[src/rtl/mux4a1_sched_ctrl.sv]
// Lane scheduler for the two-level 4:1 byte mux tree: picks the forwarded lane,
// drives the L1/L2 selectors and returns a one-hot pop to the consumed lane.
//
// state | meaning
// ------+-------------------------------------------------------------
// IDLE  | not scheduling; selectors hold, no grants
// ALIGN | strict mode only: waiting for lane 0 to start a frame
// RUN   | scheduling (strict frame order or skip round-robin)
module mux4a1_sched_ctrl #(
    parameter int CNT_W    = 8,
    parameter int IDLE_MAX = 15
) (
    input  logic             clk_4f,
    input  logic             reset_L,
    input  logic             enable,
    input  logic             mode,
    input  logic             valid0,
    input  logic             valid1,
    input  logic             valid2,
    input  logic             valid3,
    output logic             selectorL1,
    output logic             selectorL2,
    output logic             validout,
    output logic [3:0]       pop,
    output logic [CNT_W-1:0] grant_cnt,
    output logic             timeout,
    output logic             busy
);

    localparam int WD_W = 5;
    localparam logic [WD_W-1:0]  WD_MAX  = WD_W'(IDLE_MAX);
    localparam logic [WD_W-1:0]  WD_ONE  = WD_W'(1);
    localparam logic [CNT_W-1:0] CNT_ONE = CNT_W'(1);

    typedef enum logic [1:0] {
        S_IDLE  = 2'd0,
        S_ALIGN = 2'd1,
        S_RUN   = 2'd2
    } state_t;

    state_t            state_q, state_d;
    logic              mode_q, mode_d;
    logic [1:0]        ptr_q, ptr_d;
    logic [1:0]        last_q, last_d;
    logic [WD_W-1:0]   wd_q, wd_d;
    logic [1:0]        sel_q, sel_d;
    logic              validout_q;
    logic [3:0]        pop_q, pop_d;
    logic [CNT_W-1:0]  grant_cnt_q, grant_cnt_d;
    logic              timeout_q, timeout_d;
    logic              busy_q;

    logic [3:0]        valid_vec;
    logic [3:0]        avail;
    logic              found;
    logic [1:0]        found_lane;
    logic [1:0]        cand;
    logic              grant;
    logic [1:0]        lane;

    assign valid_vec = {valid3, valid2, valid1, valid0};
    // The lane popped last cycle still shows valid until upstream sees the pop.
    assign avail     = valid_vec & ~pop_q;

    always_comb begin
        found      = 1'b0;
        found_lane = last_q;
        cand       = 2'd0;
        for (int k = 1; k <= 4; k++) begin
            cand = last_q + 2'(k);
            if (!found && avail[cand]) begin
                found      = 1'b1;
                found_lane = cand;
            end
        end
    end

    always_comb begin
        state_d   = state_q;
        mode_d    = mode_q;
        ptr_d     = ptr_q;
        last_d    = last_q;
        wd_d      = wd_q;
        sel_d     = sel_q;
        grant     = 1'b0;
        lane      = 2'd0;
        timeout_d = 1'b0;

        case (state_q)
            S_IDLE: begin
                wd_d  = '0;
                ptr_d = 2'd0;
                if (enable) begin
                    mode_d  = mode;
                    state_d = mode ? S_RUN : S_ALIGN;
                end
            end
            S_ALIGN: begin
                wd_d = '0;
                if (!enable) begin
                    state_d = S_IDLE;
                end else if (valid0) begin
                    grant   = 1'b1;
                    lane    = 2'd0;
                    ptr_d   = 2'd1;
                    state_d = S_RUN;
                end
            end
            S_RUN: begin
                if (!mode_q) begin
                    lane  = ptr_q;
                    sel_d = ptr_q;
                    grant = valid_vec[ptr_q];
                    ptr_d = ptr_q + 2'd1;
                    if (!enable && ptr_q == 2'd3)
                        state_d = S_IDLE;
                end else if (!enable) begin
                    state_d = S_IDLE;
                end else if (found) begin
                    grant  = 1'b1;
                    lane   = found_lane;
                    last_d = found_lane;
                end

                // Watchdog expiry overrides frame completion; a grant always clears it.
                if (grant) begin
                    wd_d = '0;
                end else if (wd_q + WD_ONE == WD_MAX) begin
                    wd_d      = '0;
                    timeout_d = 1'b1;
                    state_d   = S_IDLE;
                end else begin
                    wd_d = wd_q + WD_ONE;
                end
                if (state_d != S_RUN)
                    wd_d = '0;
            end
            default: begin
                state_d = S_IDLE;
            end
        endcase

        if (grant)
            sel_d = lane;
        pop_d       = grant ? (4'b0001 << lane) : 4'b0000;
        grant_cnt_d = grant ? grant_cnt_q + CNT_ONE : grant_cnt_q;
    end

    always_ff @(posedge clk_4f or negedge reset_L) begin
        if (!reset_L) begin
            state_q     <= S_IDLE;
            mode_q      <= 1'b0;
            ptr_q       <= 2'd0;
            last_q      <= 2'd0;
            wd_q        <= '0;
            sel_q       <= 2'd0;
            validout_q  <= 1'b0;
            pop_q       <= 4'b0000;
            grant_cnt_q <= '0;
            timeout_q   <= 1'b0;
            busy_q      <= 1'b0;
        end else begin
            state_q     <= state_d;
            mode_q      <= mode_d;
            ptr_q       <= ptr_d;
            last_q      <= last_d;
            wd_q        <= wd_d;
            sel_q       <= sel_d;
            validout_q  <= grant;
            pop_q       <= pop_d;
            grant_cnt_q <= grant_cnt_d;
            timeout_q   <= timeout_d;
            busy_q      <= (state_d != S_IDLE);
        end
    end

    assign selectorL1 = sel_q[0];
    assign selectorL2 = sel_q[1];
    assign validout   = validout_q;
    assign pop        = pop_q;
    assign grant_cnt  = grant_cnt_q;
    assign timeout    = timeout_q;
    assign busy       = busy_q;

endmodule

[config.mk]
export PLATFORM = sky130hd
export DESIGN_NAME = mux4a1_sched_ctrl
export DESIGN_NICKNAME = d
export VERILOG_FILES = /design/src/rtl/mux4a1_sched_ctrl.sv
export SDC_FILE = /design/constraint.sdc
export NUM_CORES = 1
export LEC_CHECK = 0
export ABC_AREA = 1
export ABC_CLOCK_PERIOD_IN_PS = 2200
export CAP_MARGIN = 10
export CORE_ASPECT_RATIO = 1.75
export CORE_UTILIZATION = 35
export DETAILED_ROUTE_END_ITERATION = 6
export PLACE_DENSITY_LB_ADDON = 0.3
export RECOVER_POWER = 25
export SLEW_MARGIN = 5
export SYNTH_ARGS = -nofsm -noshare
export SYNTH_HDL_FRONTEND = slang
export SYNTH_SLANG_ARGS = --single-unit
[constraint.sdc]
create_clock -name clk_4f -period 2.2 [get_ports clk_4f]
set_input_delay 0.44 -clock clk_4f [delete_from_list [all_inputs] [get_ports clk_4f]]
set_output_delay 0.44 -clock clk_4f [all_outputs]
set_load 0.005 [all_outputs]
# [Yosys cells after proc, flatten, opt, wreduce, memory -nomap -nowiden]
# Cells that the tools add are included.
[word_totals] output_inout_bits=17 register_bits=29 in_bits=8 word_cells=107
[classes] n_eq_ne=9 bitwise_logic=2 addsub=6 reduce_logical=18 shifts=1 magnitude_cmp=5 mux=55
[ops] cell="2-bit two-way mux" n=24
[ops] cell="1-bit two-way mux" n=18
[ops] cell="2-bit by 3-bit < comparator with 1-bit output, second input constant" n=5
[ops] cell="5-bit two-way mux" n=3
[ops] cell="2-bit one-hot mux with 3 select lines" n=2
[ops] cell="1-bit binary-select mux with 2-bit select" n=5
[ops] cell="5-bit one-hot mux with 2 select lines" n=1
[ops] cell="8-bit by 1-bit adder with 8-bit output, second input constant" n=1
[ops] cell="2-bit inequality test, second input constant" n=4
[ops] cell="4-bit AND reduction" n=2
[ops] cell="2-bit nonzero test" n=3
[ops] cell="5-bit by 1-bit adder with 5-bit output, second input constant" n=1
[ops] cell="5-bit by 4-bit equality test with 1-bit output, second input constant" n=1
[ops] cell="2-bit by 1-bit adder with 2-bit output, second input constant" n=2
[ops] cell="2-bit adder, second input constant" n=2
[ops] cell="4-bit bitwise AND" n=1
[ops] cell="2-bit equality test, second input constant" n=2
[ops] cell="1-bit logical AND" n=4
[ops] cell="1-bit zero test" n=4
[ops] cell="4-bit two-way mux" n=1
[ops] cell="4-bit inverter" n=1
[ops] cell="2-bit AND reduction" n=2
[ops] cell="1-bit by 2-bit left shift with 4-bit output, first input constant" n=1
[ops] cell="3-bit nonzero test" n=1
[ops] cell="other kinds (5)" n=5

# [Longest topological paths before layout]
[depth] word_depth=23 mapped_depth=15 mapped_depth_nobuf=15

# [Worst setup path after synthesis]
# No wires, ideal clock.
[synth_timing] path_type="register to register" start="register last_q[0]" end="register grant_cnt_q[3] (netlist: grant_cnt[3])" path_buffers=2 slack_ns=0.588 arrival_time_ns=1.493 path_stages_with_launch=13 cell_sequence="dfrtp_1 > buf_6 > nand3_1 > nand3_1 > nand2_2 > nand4_4 > nand2_4 > nand2_4 > nand3_4 > nand2_4 > buf_12 > nand2_1 > o21ai_2"
[synth_between] elab_chain_cells=18
[synth_lines] element="from (decl)" line_no="44" rtl="logic [1:0] last_q, last_d;"
[synth_lines] element="from (signal assigned)" line_no="166" rtl="last_q <= last_d;"
[synth_lines] element="2-bit by 1-bit adder with 2-bit output" line_no="70" rtl="cand = last_q + 2'(k);"
[synth_lines] element="1-bit binary-select mux with 2-bit select" line_no="71" rtl="if (!found && avail[cand]) begin"
[synth_lines] element="1-bit two-way mux (not written as such)" line_no="71"
[synth_lines] element="1-bit two-way mux" line_no="71"
[synth_lines] element="1-bit zero test" line_no="71"
[synth_lines] element="1-bit logical AND" line_no="71"
[synth_lines] element="1-bit two-way mux" line_no="71"
[synth_lines] element="1-bit zero test" line_no="71"
[synth_lines] element="[... 3 more ...]"
[synth_lines] element="1-bit logical AND" line_no="71"
[synth_lines] element="1-bit two-way mux *" line_no="71"
[synth_lines] element="1-bit two-way mux *" line_no="119" rtl="end else if (found) begin"
[synth_lines] element="1-bit two-way mux *" line_no="117" rtl="end else if (!enable) begin"
[synth_lines] element="1-bit two-way mux *" line_no="110" rtl="if (!mode_q) begin"
[synth_lines] element="1-bit two-way mux *" line_no="89" rtl="case (state_q)"
[synth_lines] element="1-bit one-hot mux with 2 select lines *" line_no="89"
[synth_lines] element="net grant" line_no="58" rtl="logic grant;"
[synth_lines] element="to (signal assigned)" line_no="171" rtl="grant_cnt_q <= grant_cnt_d;"
[synth_lines] element="to (decl)" line_no="49" rtl="logic [CNT_W-1:0] grant_cnt_q, grant_cnt_d;"
# Mark *: on every way through the listed nets, which the timed path passes. The rest lies on a longest branch. The select of a mux whose other input is x is not followed.
# A chain may end at the register's enable or synchronous reset.

# [Final worst setup path]
[layout_timing] start="register last_q[0]" end="register pop_q[2] (netlist: pop[2])"
[layout_between] elab_chain_cells=19
[layout_lines] element="2-bit by 1-bit adder with 2-bit output" line_no="70"
[layout_lines] element="1-bit binary-select mux with 2-bit select" line_no="71"
[layout_lines] element="1-bit two-way mux (not written as such)" line_no="71"
[layout_lines] element="1-bit two-way mux" line_no="71"
[layout_lines] element="1-bit zero test" line_no="71"
[layout_lines] element="1-bit logical AND" line_no="71"
[layout_lines] element="1-bit two-way mux" line_no="71"
[layout_lines] element="1-bit zero test" line_no="71"
[layout_lines] element="[... 4 more ...]"
[layout_lines] element="1-bit two-way mux / 2-bit two-way mux (equally long branches)" line_no="71"
[layout_lines] element="1-bit two-way mux / 2-bit two-way mux (equally long branches)" line_no="119"
[layout_lines] element="1-bit two-way mux / 2-bit two-way mux (equally long branches)" line_no="117"
[layout_lines] element="1-bit two-way mux / 2-bit two-way mux (equally long branches)" line_no="110"
[layout_lines] element="1-bit two-way mux / 2-bit two-way mux (equally long branches)"
[layout_lines] element="1-bit one-hot mux with 2 select lines / 1-bit by 2-bit left shift with 4-bit output (equally long branches)" line_no="89, 145"
[layout_lines] element="4-bit two-way mux *" line_no="145" rtl="pop_d = grant ? (4'b0001 << lane) : 4'b0000;"
[layout_lines] element="net pop_d[2]" line_no="48" rtl="logic [3:0] pop_q, pop_d;"
[layout_lines] element="to (signal assigned)" line_no="170" rtl="pop_q <= pop_d;"
[layout_lines] element="to (decl)" line_no="48"
# Marked as above.

==> results.py <==
metrics = {
    "clock_network": {
        "cts_tree": "done",
        "cts_max_path_buffers": 2,
        "clk_latency_ps": 280,
        "cts_setup_buffers": 0,
        "cts_root_buf": "clkbuf_8",
        "cts_resized": 0,
        "htree_levels": 2,
        "clock-sinks": 29,
        "clk_pin_slew_ps": 70,
        "cts_hold_buf": 0,
        "cts_buffers": 5,
    },
    "detailed_routing": {
        "final_antenna_net_count": 0,
        "detail_route.wl_per_cell_um": 12.8,
        "vias": 1631,
        "drcViolationCount": 2,
        "totalWireLength_mm": 4.16,
        "drt_pass1_iterations": 6,
        "drtIter0Drc": 61,
        "viasPerCell": 5.03,
    },
    "worst_setup_path": {
        "cp.arrival_ps": 2110,
        "critical_path_class": "reg -> reg",
        "end_kind": "flip-flop",
        "slowest_stage": "dfrtp_1",
        "worst_setup_path_start_kind": "flip-flop",
        "required_ps": 2410,
        "worstPathCellList": "inv_2 > nand2_2 > nand2_2 > nand3_1 > nand2_2 > nand4_4 > nand2_4 > nand2_4 > nand3_4 > nand2_4 > nand3_1 > nor2_1",
        "crit_path_max_fanout": 16,
        "critPathTopFamily": "simple AND/OR/NAND/NOR gates",
        "path_buf_inv": 1,
        "slowest_delay_ps": 580,
    },
    "power": {
        "p_sw_frac": 0.427,
        "p_total_uw": 2710,
        "irDropWorstVdd_mv": 0.429,
        "leakage_uw": 0.00113,
        "clkPwrFrac": 0.212,
        "p_per_area_nw_per_um2": 1180,
        "seqPwrFrac": 0.301,
        "power_frac_comb": 0.486,
        "p_sw_uw": 1160,
        "intPower_uw": 1550,
    },
    "place": {
        "dpl.hpwl_mm": 3.22,
        "port_buffers": 24,
        "post-place-ws_ps": 7.61,
        "gp_congestion": 0.854,
    },
    "die": {
        "initial_core_util": 0.361,
        "die_w_um": 57.4,
        "io_pins": 25,
        "fp-row-count": 35,
        "core_area_sq_um": 5210,
        "die_area_sq_um": 5690,
        "die_h_um": 99.0,
    },
    "global_routing": {
        "globalRouteTotalUtil": 0.164,
        "antenna_found_initial": 0,
        "grt_max_degree": 30,
        "grt_overflow": 0,
        "grt_pass1_vias": 1618,
        "grt_pass1_wl_mm": 7.23,
    },
    "status": {
        "violations": "DRC",
        "outcome": "finished, violations left",
    },
    "timing": {
        "finalHoldViolCount": 0,
        "setup_viol": 0,
        "max_freq_mhz": 526,
        "worst_clock_skew_ps": 4.02,
        "min_period_over_period": 0.864,
        "finalMaxSlewViolations": 0,
        "period_needed_ps": 1900,
        "relSlewSlack": 0.513,
        "rsz0062_at_grt": "false",
        "worst_pin_slew_ps": 731,
        "layout_setup_ws_ps": 299,
        "setup_tns_ps": 0,
    },
    "logic_synthesis": {
        "seq_area_frac_synth": 0.385,
        "synthSimpleGateAreaFrac": 0.376,
        "synthArstFlopShare": 1.00,
        "synth_edf_count": 0,
        "synth_nets": 253,
        "synthMuxAreaShare": 0,
        "ys_top_cells_by_area": "dfrtp_1 39%, nand2_1 11%, nand3_1 8.2%, ha_1 6.0%, inv_1 5.4%",
        "synth_compound_gate_area_share": 0.0558,
        "netlist_area_sq_um": 1880,
        "synth_cells": 236,
        "synth_most_common_cell": "nand2_1",
        "ys_seq_elements": 29,
        "yosysUniqueCellTypes": 28,
        "synth_xor_area_frac": 0.0419,
        "synth.avg_cell_area_sq_um": 7.98,
        "synth_common_cells": "55 x nand2_1, 31 x nand3_1, 29 x dfrtp_1",
        "synth_top_cell_area_share": 0.385,
        "synth.largest_area_cell": "dfrtp_1",
        "synth_ff_type": "dfrtp_1",
        "synth_top_family_by_area": "simple AND/OR/NAND/NOR gates",
        "yosysWarningCount": 0,
        "synth_fa_ha_area_frac": 0.0598,
    },
    "finish": {
        "layout.nets": 285,
        "synthToLayoutAreaGrowth_pct": 22.1,
        "drive_above_1_share": 0.149,
        "fill_cells": 533,
        "num_antenna_cells": 0,
    },
    "worst_hold_path": {
        "hp-class": "reg -> reg",
    },
    "job": {
        "cap_violations": 0,
    },
}
-- worst paths after layout --
| check | to | slack (ps) | cells after the start | from |
|---|---|---|---|---|
| max | pop[2]$_DFF_PN0_ | 300 | 12 | last_q[0]$_DFFE_PN0P_ |
| min | wd_q[4]$_DFFE_PN0P_ | 500 | 2 | wd_q[4]$_DFFE_PN0P_ |
| max reg2reg | pop[2]$_DFF_PN0_ | 300 | 12 | last_q[0]$_DFFE_PN0P_ |
| min reg2reg | wd_q[4]$_DFFE_PN0P_ | 500 | 2 | wd_q[4]$_DFFE_PN0P_ |
| max in group asynchronous | ptr_q[1]$_DFFE_PN0P_ | 990 | 2 | reset_L |
| min in group asynchronous | pop[0]$_DFF_PN0_ | 750 | 2 | reset_L |
-- through the flow --
stage	std cells	hold slack (ps)	cell area [sq um]	utilization
final	324	499	2300	0.441
after global placement	316	484	2190	0.419
after floorplan	236	144	1880	-
after CTS	324	500	2300	0.442
after global routing	324	528	2300	0.441
after detailed placement	316	484	2190	0.419
-- tightest hold or removal path: cells and delay by family (launching register included) --
kind	cells	cell delay, ps
DFF	1	350
and+or+nand+nor	1	50
AOI/OAI and AO/OA	1	60
-- layout by cell type, fill, tap and decap left out, drive strengths merged, types with 8 or more instances in the layout --
cell,Yosys,routed
clkdlybuf4s50,0,23
nand4,8,8
inv,31,31
nand3,37,37
nand2,68,68
ha,9,9
clkbuf,1,8
dfrtp,29,29
o21ai,12,12
nor2,20,20
-- kinds of logic after synthesis --
group                      after synthesis
and+or+nand+nor                        137
buffers and inverters                   34
DFF                                     29
AOI/OAI and AO/OA                       18
xor gates and xnor gates                 9
adders and majority gates                9
-- registers in the layout, summed over array words and instances (netlist names) --
signal / flops
grant_cnt: 8
wd_q: 5
pop: 4
last_q: 2
ptr_q: 2
sel_q: 2
state_q: 2
busy: 1
mode_q: 1
timeout: 1
validout: 1
-- area by class of cell --
type                            instances  area, sq um  area share
Tap cell                               55         68.8      0.0299
Multi-Input combinational cell        173         1000       0.437
Sequential cell                        29          726       0.316
Timing Repair Buffer                   28          268       0.116
Clock buffer                            7         86.3      0.0375
Inverter                               31          116      0.0506
Clock inverter                          1         30.0      0.0131
-- layer usage --
| layer | up-vias | routed length, um | track usage |
|---|---|---|---|
| li1 | 828 | - | - |
| met1 | 767 | 1620 | 0.176 |
| met2 | 27 | 2340 | 0.300 |
| met3 | 9 | 88 | 0.0223 |
| met4 | 0 | 113 | 0.0882 |
| met5 | - | 0 | 0 |
-- power groups by stage --
| stage | Clock (uW) | Combinational [uW] | Sequential, uW |
|---|---|---|---|
| 5_1_grt | 616 | 1500 | 840 |
| 3_3_place_gp | 0 | 1310 | 824 |
| 3_5_place_dp | 0 | 1320 | 826 |
| 6_report | 575 | 1320 | 816 |
| 2_1_floorplan | 0 | 1020 | 783 |
| 4_1_cts | 594 | 1330 | 817 |
(Power assumes the default switching activity.)
